$ cat src/rtl/vga_rx_monitor.sv
// VGA receive-side checker: timing measurement, lock tracking and pixel capture.
// Optional per-frame checksum enabled by defining VGA_RX_CHECKSUM_EN.
module vga_rx_monitor #(
  parameter int H_ACTIVE = 640,
  parameter int H_TOTAL  = 800,
  parameter int V_ACTIVE = 480,
  parameter int V_TOTAL  = 525,
  parameter int TIMEOUT  = 256
) (
  input  logic        CLOCK_50,
  input  logic        reset,
  input  logic        VGA_CLK,
  input  logic        VGA_HS,
  input  logic        VGA_VS,
  input  logic        VGA_BLANK_N,
  input  logic        VGA_SYNC_N,
  input  logic [7:0]  VGA_R,
  input  logic [7:0]  VGA_G,
  input  logic [7:0]  VGA_B,
  output logic        pix_we,
  output logic [9:0]  pix_x,
  output logic [9:0]  pix_y,
  output logic [23:0] pix_rgb,
  output logic        frame_done,
  output logic        locked,
  output logic [11:0] meas_h_total,
  output logic [11:0] meas_h_active,
  output logic [11:0] meas_v_total,
  output logic [11:0] meas_v_active,
  output logic        err_h,
  output logic        err_v,
  output logic [15:0] frame_sum
);

  typedef enum logic [1:0] {
    SEARCH,
    ACQUIRE,
    LOCKED
  } state_t;

  localparam int TW = $clog2(TIMEOUT + 1);

  function automatic logic [11:0] sat_inc(input logic [11:0] v);
    return (v == 12'hFFF) ? v : v + 12'd1;
  endfunction

  logic sync_unused;
  assign sync_unused = VGA_SYNC_N;

  logic        clk_s1, clk_s2;
  logic        hs_s1, vs_s1, blank_s1;
  logic [23:0] rgb_s1;
  logic        pe;

  always_ff @(posedge CLOCK_50) begin
    if (reset) begin
      clk_s1   <= 1'b0;
      clk_s2   <= 1'b0;
      hs_s1    <= 1'b0;
      vs_s1    <= 1'b0;
      blank_s1 <= 1'b0;
      rgb_s1   <= '0;
    end else begin
      clk_s1   <= VGA_CLK;
      clk_s2   <= clk_s1;
      hs_s1    <= VGA_HS;
      vs_s1    <= VGA_VS;
      blank_s1 <= VGA_BLANK_N;
      rgb_s1   <= {VGA_R, VGA_G, VGA_B};
    end
  end

  assign pe = clk_s1 & ~clk_s2;

  // Event stage: sync edges are judged pixel-to-pixel, not clock-to-clock.
  logic        hs_last, vs_last;
  logic        ev_d, hs_fall_d, vs_fall_d, blank_d;
  logic [23:0] rgb_d;

  always_ff @(posedge CLOCK_50) begin
    if (reset) begin
      hs_last   <= 1'b0;
      vs_last   <= 1'b0;
      ev_d      <= 1'b0;
      hs_fall_d <= 1'b0;
      vs_fall_d <= 1'b0;
      blank_d   <= 1'b0;
      rgb_d     <= '0;
    end else begin
      ev_d      <= pe;
      hs_fall_d <= pe & hs_last & ~hs_s1;
      vs_fall_d <= pe & vs_last & ~vs_s1;
      blank_d   <= blank_s1;
      rgb_d     <= rgb_s1;
      if (pe) begin
        hs_last <= hs_s1;
        vs_last <= vs_s1;
      end
    end
  end

  state_t      state, state_n;
  logic [11:0] h_cnt, act_cnt, line_act, v_cnt;
  logic [11:0] h_cnt_n, act_cnt_n, line_act_n, v_cnt_n;
  logic [11:0] mht_n, mha_n, mvt_n, mva_n;
  logic [TW-1:0] to_cnt;
  logic        timeout, wr, fd, match;

  assign timeout = (to_cnt >= TW'(TIMEOUT));

  always_comb begin
    h_cnt_n    = h_cnt;
    act_cnt_n  = act_cnt;
    line_act_n = line_act;
    v_cnt_n    = v_cnt;
    mht_n      = meas_h_total;
    mha_n      = meas_h_active;
    mvt_n      = meas_v_total;
    mva_n      = meas_v_active;
    if (ev_d) begin
      h_cnt_n = hs_fall_d ? 12'd0 : sat_inc(h_cnt);
      if (blank_d)
        act_cnt_n = sat_inc(act_cnt);
      if (hs_fall_d) begin
        mht_n = sat_inc(h_cnt);
        if (act_cnt != 12'd0) begin
          mha_n      = act_cnt;
          line_act_n = sat_inc(line_act);
        end
        v_cnt_n   = sat_inc(v_cnt);
        act_cnt_n = 12'd0;
      end
      // Line update above lands first so a shared HS/VS pixel is counted.
      if (vs_fall_d) begin
        mvt_n      = v_cnt_n;
        mva_n      = line_act_n;
        v_cnt_n    = 12'd0;
        line_act_n = 12'd0;
      end
    end
  end

  assign wr = ev_d & blank_d & (state != SEARCH)
            & (act_cnt < 12'(H_ACTIVE))
            & (line_act < 12'(V_ACTIVE));
  assign fd = ev_d & vs_fall_d & (state != SEARCH);
  assign match = (mht_n == 12'(H_TOTAL)) & (mha_n == 12'(H_ACTIVE))
               & (mvt_n == 12'(V_TOTAL)) & (mva_n == 12'(V_ACTIVE));

  always_comb begin
    state_n = state;
    if (timeout) begin
      state_n = SEARCH;
    end else if (ev_d && vs_fall_d) begin
      unique case (state)
        SEARCH:  state_n = ACQUIRE;
        ACQUIRE: state_n = match ? LOCKED : ACQUIRE;
        LOCKED:  state_n = match ? LOCKED : ACQUIRE;
        default: state_n = SEARCH;
      endcase
    end
  end

  always_ff @(posedge CLOCK_50) begin
    if (reset) begin
      state         <= SEARCH;
      to_cnt        <= '0;
      h_cnt         <= '0;
      act_cnt       <= '0;
      line_act      <= '0;
      v_cnt         <= '0;
      meas_h_total  <= '0;
      meas_h_active <= '0;
      meas_v_total  <= '0;
      meas_v_active <= '0;
      pix_we        <= 1'b0;
      pix_x         <= '0;
      pix_y         <= '0;
      pix_rgb       <= '0;
      frame_done    <= 1'b0;
      locked        <= 1'b0;
      err_h         <= 1'b0;
      err_v         <= 1'b0;
    end else begin
      state         <= state_n;
      to_cnt        <= ev_d ? '0 : (timeout ? to_cnt : to_cnt + 1'b1);
      h_cnt         <= h_cnt_n;
      act_cnt       <= act_cnt_n;
      line_act      <= line_act_n;
      v_cnt         <= v_cnt_n;
      meas_h_total  <= mht_n;
      meas_h_active <= mha_n;
      meas_v_total  <= mvt_n;
      meas_v_active <= mva_n;
      pix_we        <= wr;
      frame_done    <= fd;
      locked        <= (state_n == LOCKED);
      if (wr) begin
        pix_x   <= act_cnt[9:0];
        pix_y   <= line_act[9:0];
        pix_rgb <= rgb_d;
      end
      if (fd) begin
        err_h <= (mht_n != 12'(H_TOTAL)) | (mha_n != 12'(H_ACTIVE));
        err_v <= (mvt_n != 12'(V_TOTAL)) | (mva_n != 12'(V_ACTIVE));
      end
    end
  end

`ifdef VGA_RX_CHECKSUM_EN
  logic [15:0] acc, acc_n, rgb_sum;

  assign rgb_sum = 16'(rgb_d[23:16]) + 16'(rgb_d[15:8]) + 16'(rgb_d[7:0]);
  assign acc_n   = acc + (wr ? rgb_sum : 16'd0);

  always_ff @(posedge CLOCK_50) begin
    if (reset) begin
      acc       <= '0;
      frame_sum <= '0;
    end else if (fd) begin
      acc       <= '0;
      frame_sum <= acc_n;
    end else begin
      acc <= acc_n;
    end
  end
`else
  assign frame_sum = 16'd0;
`endif

endmodule
$ cat config.mk
export PLATFORM = sky130hd
export DESIGN_NAME = vga_rx_monitor
export DESIGN_NICKNAME = d
export VERILOG_FILES = /design/src/rtl/vga_rx_monitor.sv
export SDC_FILE = /design/constraint.sdc
export NUM_CORES = 1
export LEC_CHECK = 0
export ABC_AREA = 0
export CAP_MARGIN = 20
export CORE_UTILIZATION = 48
export DETAILED_ROUTE_END_ITERATION = 7
export GPL_TIMING_DRIVEN = 0
export HOLD_SLACK_MARGIN = 0.08
export PLACE_DENSITY = 0.77
export RECOVER_POWER = 50
export SLEW_MARGIN = 25
export SYNTH_ARGS = -nofsm -noshare
export SYNTH_HDL_FRONTEND = slang
export SYNTH_SLANG_ARGS = --single-unit
export TNS_END_PERCENT = 50
$ cat constraint.sdc
create_clock -name CLOCK_50 -period 2.9 [get_ports CLOCK_50]
set_clock_uncertainty 0.15 [all_clocks]
set_input_delay 0.58 -clock CLOCK_50 [delete_from_list [all_inputs] [get_ports CLOCK_50]]
set_output_delay 0.58 -clock CLOCK_50 [all_outputs]
set_load 0.05 [all_outputs]
==> summary.txt <==
Synth
  • Share of the synthesized netlist area taken by xor and xnor gates: 2.56%
  • Post-synthesis cell type with the largest combined area: sky130_fd_sc_hd__dfxtp_1
  • Sequential share of the synthesized area: 48.3%
  • Synthesized instance count: 1,053
  • Netlist cell types: 65
  • EDFF count, synth: 0
  • Synth area leaders: sky130_fd_sc_hd__dfxtp_1, sky130_fd_sc_hd__nand2_1, sky130_fd_sc_hd__a21oi_1
  • Largest family of logic cells by synthesized area: simple AND/OR/NAND/NOR gates
  • Ys flop type: sky130_fd_sc_hd__dfxtp_1
  • Multiplexer fraction of the synthesized cell area: 2.32%
  • Post-synthesis share of cell area spent on and, or, nand and nor gates: 25.3%
  • Synth Area in Compound Gates: 15.1%
  • Fraction of registers with async set/reset: 0%
  • Warnings, synthesis: 0
  • Fraction of synthesized cell area taken by the top area cell type: 48.3%
  • Average size of a mapped cell: 8.45 µm²
  • Most common library cells after synthesis: sky130_fd_sc_hd__dfxtp_1, sky130_fd_sc_hd__nand2_1, sky130_fd_sc_hd__nor2_1
  • Syn Std Cell Area: 0.00890 mm²
  • Count leader, synth: sky130_fd_sc_hd__dfxtp_1
  • Area share of fa/ha/maj cells after synthesis: 1.26%
  • FF+latch count, synth: 215

Hold path
  • End point of the most critical hold path: hs_fall_d
  • Hold Path Class: register to register
  • Cell depth of the worst hold path: 1
  • Startpoint of the most critical hold path: hs_s1

Outcome
  • Violated checks: design-rule violations, negative setup slack
  • Result of the run: complete, but fails checks

Route
  • Total vias in the final route: 8,318
  • Post-detailed-route via-to-cell ratio: 5.61
  • Iteration count of the initial detailed-routing pass: 8
  • Routed met3 length: 1690 µm
  • Max Used Layer: met4
  • M1 WL: 10,500 µm
  • DR WL met2: 12,200 µm
  • Wirelength per Cell: 17.0 µm
  • Post-route DRC violation count: 15
  • First-iteration detailed-routing DRC count: 572
  • Routed WL: 25,300 µm
  • Routed Antenna Nets: 0

Critical path
  • Class of the most critical setup path: register to register
  • Type of element capturing the critical path: register
  • Worst reg2reg endpoint: locked
  • Highest net fanout along the worst path: 8
  • Largest stage delay on the critical path: 0.56 ns
  • CP Cell Sequence: or4_4 > buf_6 > o41ai_4 > buf_6 > o21ai_4 > a21oi_2 > o2111ai_2 > nor4_2 > nand4_1 > a211o_1 > o21ai_1
  • Path depth of the worst reg2reg path: 11
  • Cell type with the highest occurrence count on the critical path: sky130_fd_sc_hd__buf_6
  • Req. time, crit path: 3.19 ns
  • Setup crit start kind: register
  • Critical register-to-register path startpoint: act_cnt[4]
  • Crit path max-delay cell type: sky130_fd_sc_hd__or4_4
  • Critical path data arrival time: 3.50 ns
  • Setup slack of the worst register-to-register path: -0.32 ns
  • Launching element of the worst setup path: act_cnt[4]

Global route
  • Maximum number of pins on one net before global-route repair: 15
  • Number of global-route vias before repair: 7,526
  • Initial antenna violation count: 0
  • Remaining Overflow, GRT: 0
  • Overall routing resource usage: 25.4%
  • First-pass GRT wire length: 39,100 µm

Clock network
  • Number of H-tree branching levels: 1
  • Count of hold-fix buffers inserted at cts: 0
  • Clock-pin slew on the worst setup and hold paths: 0.06 ns
  • Number of sinks on the clock net: 215
  • Clock latency of the later-clocked register in the worst-skew pair: 0.52 ns
  • CTS tree: built
  • Clock buffer count from CTS: 22
  • Maximum buffer depth of the clock tree: 3
  • Clk Tree Root Cell: sky130_fd_sc_hd__clkbuf_16

Floorplanning
  • Die Wd: 138 µm
  • Vertical die dimension: 138 µm
  • Area of the die: 0.0191 mm²
  • Initial core utilization: 49.2%
  • Core area: 0.0181 mm²
  • Total I/O pin count: 144
  • Rows: 49

STA
  • Worst max-slew margin expressed relative to the limit: 34.4%
  • Setup violators final: 7
  • Unrepaired setup endpoints after global routing: yes
  • Period utilisation layout: 111%
  • Worst Hold Slack: 0.274 ns
  • Worst setup margin: -0.316 ns
  • Final count of pins violating max slew: 0
  • Peak Freq: 311 MHz
  • Final Hold Fails: 0
  • Minimum clock period after layout: 3.22 ns
  • Setup TNS: -1.12 ns
  • Measured slew at the worst slew-check pin: 0.972 ns

Power and ir drop
  • Leakage power figure: 4.23 nW
  • Max IR drop VDD: 0.413 mV
  • Post-layout power: 6.26 mW
  • Power density over cell area: 530 mW/mm²

Layout
  • Layout cell share with drive strength beyond 1: 13.1%
  • Diodes inserted: 0
  • Number of nets in the layout: 1,279
  • Final Core Density: 65.3%
  • Layout area overhead: 32.7%

Placement
  • Count of port buffers added during placement: 125
  • HPWL after DPL: 17,400 µm
  • GP Congestion: 0.945
  • Minimum setup slack after placement: -0.654 ns

Run
  • Max-cap violations: 0
## how the worst max path moves through the flow
stage	endpoint	cells after the start
floorplan	state[0]	11
global placement	locked	10
detailed placement	locked	10
CTS	state[0]	10
global route	locked	11
finish	locked	11
## flip-flops by register name, indices dropped and copies added (netlist names), 2 cells and up
register,count
rgb_d,24
v_cnt,12
line_act,12
pix_rgb,24
state,2
pix_y,10
meas_h_total,12
to_cnt,9
meas_v_active,12
pix_x,10
rgb_s1,24
h_cnt,12
meas_v_total,12
act_cnt,12
meas_h_active,12
## layer usage
layer	up-vias	track usage (%)
li1	3993	-
met1	3899	32.2
met2	349	43.2
met3	77	3.67
met4	0	11.2
met5	-	0
## critical path, delay by kind of cell (launching register included)
| family | cells | cell delay (ns) |
|---|---|---|
| flip-flops | 1 | 0.38 |
| buffers and inverters | 2 | 0.33 |
| AO/OA/AOI/OAI | 6 | 1.19 |
| AND/OR/NAND/NOR | 3 | 1.09 |
## through the flow
step	cells	area, µm²
finish	1484	11800
global route	1484	11800
CTS	1473	11600
detailed placement	1422	10600
global placement	1422	10600
floorplan	1068	9010
## what timing repair did
item / in CTS / in global routing
resized for setup: 43 / 32
endpoints found under the setup margin: 9 / 32
hold endpoints to repair: 0 / 0
setup buffers: 19 / 12
cloned: 1 / 0
pin swaps: 21 / 21
## cells in the final DEF, fill, tap and decap left out, types with 13 or more instances in the layout
master / Yosys / final
sky130_fd_sc_hd__a21oi_1: 85 / 84
sky130_fd_sc_hd__and3_1: 14 / 14
sky130_fd_sc_hd__buf_4: 16 / 46
sky130_fd_sc_hd__clkbuf_1: 60 / 46
sky130_fd_sc_hd__clkbuf_16: 0 / 22
sky130_fd_sc_hd__clkdlybuf4s50_1: 0 / 125
sky130_fd_sc_hd__conb_1: 1 / 16
sky130_fd_sc_hd__dfxtp_1: 215 / 202
sky130_fd_sc_hd__inv_1: 15 / 13
sky130_fd_sc_hd__mux2i_1: 15 / 14
sky130_fd_sc_hd__nand2_1: 158 / 158
sky130_fd_sc_hd__nand3_1: 30 / 24
sky130_fd_sc_hd__nand4_1: 22 / 22
sky130_fd_sc_hd__nor2_1: 107 / 106
sky130_fd_sc_hd__nor2b_1: 56 / 56
sky130_fd_sc_hd__nor3_1: 15 / 15
sky130_fd_sc_hd__o21ai_0: 44 / 40
sky130_fd_sc_hd__xor2_1: 16 / 15
## kinds of logic after synthesis
family,count (synthesis)
simple gates,468
flops,215
compound gates,214
buf+inv,100
xor+xnor,26
mux,20
fa+ha+maj,9
other cells,1
## cell type report
cell class | count | area, µm²
fillers | 1500 | 6270
multi-input cells | 753 | 4470
flip-flops and latches | 215 | 4340
repair buffers | 157 | 1500
clock buffers | 31 | 654
plain buffers | 74 | 370
well taps | 229 | 287
clock inverters | 9 | 131
inverters | 16 | 66.3
## where the power goes
group          internal [mW]  leakage [nW]  switching, mW
Combinational         0.0940          2.09          0.158
Clock                   1.84         0.393           1.16
Sequential              2.99          1.75         0.0157
Power figures use the tool's default switching activity.
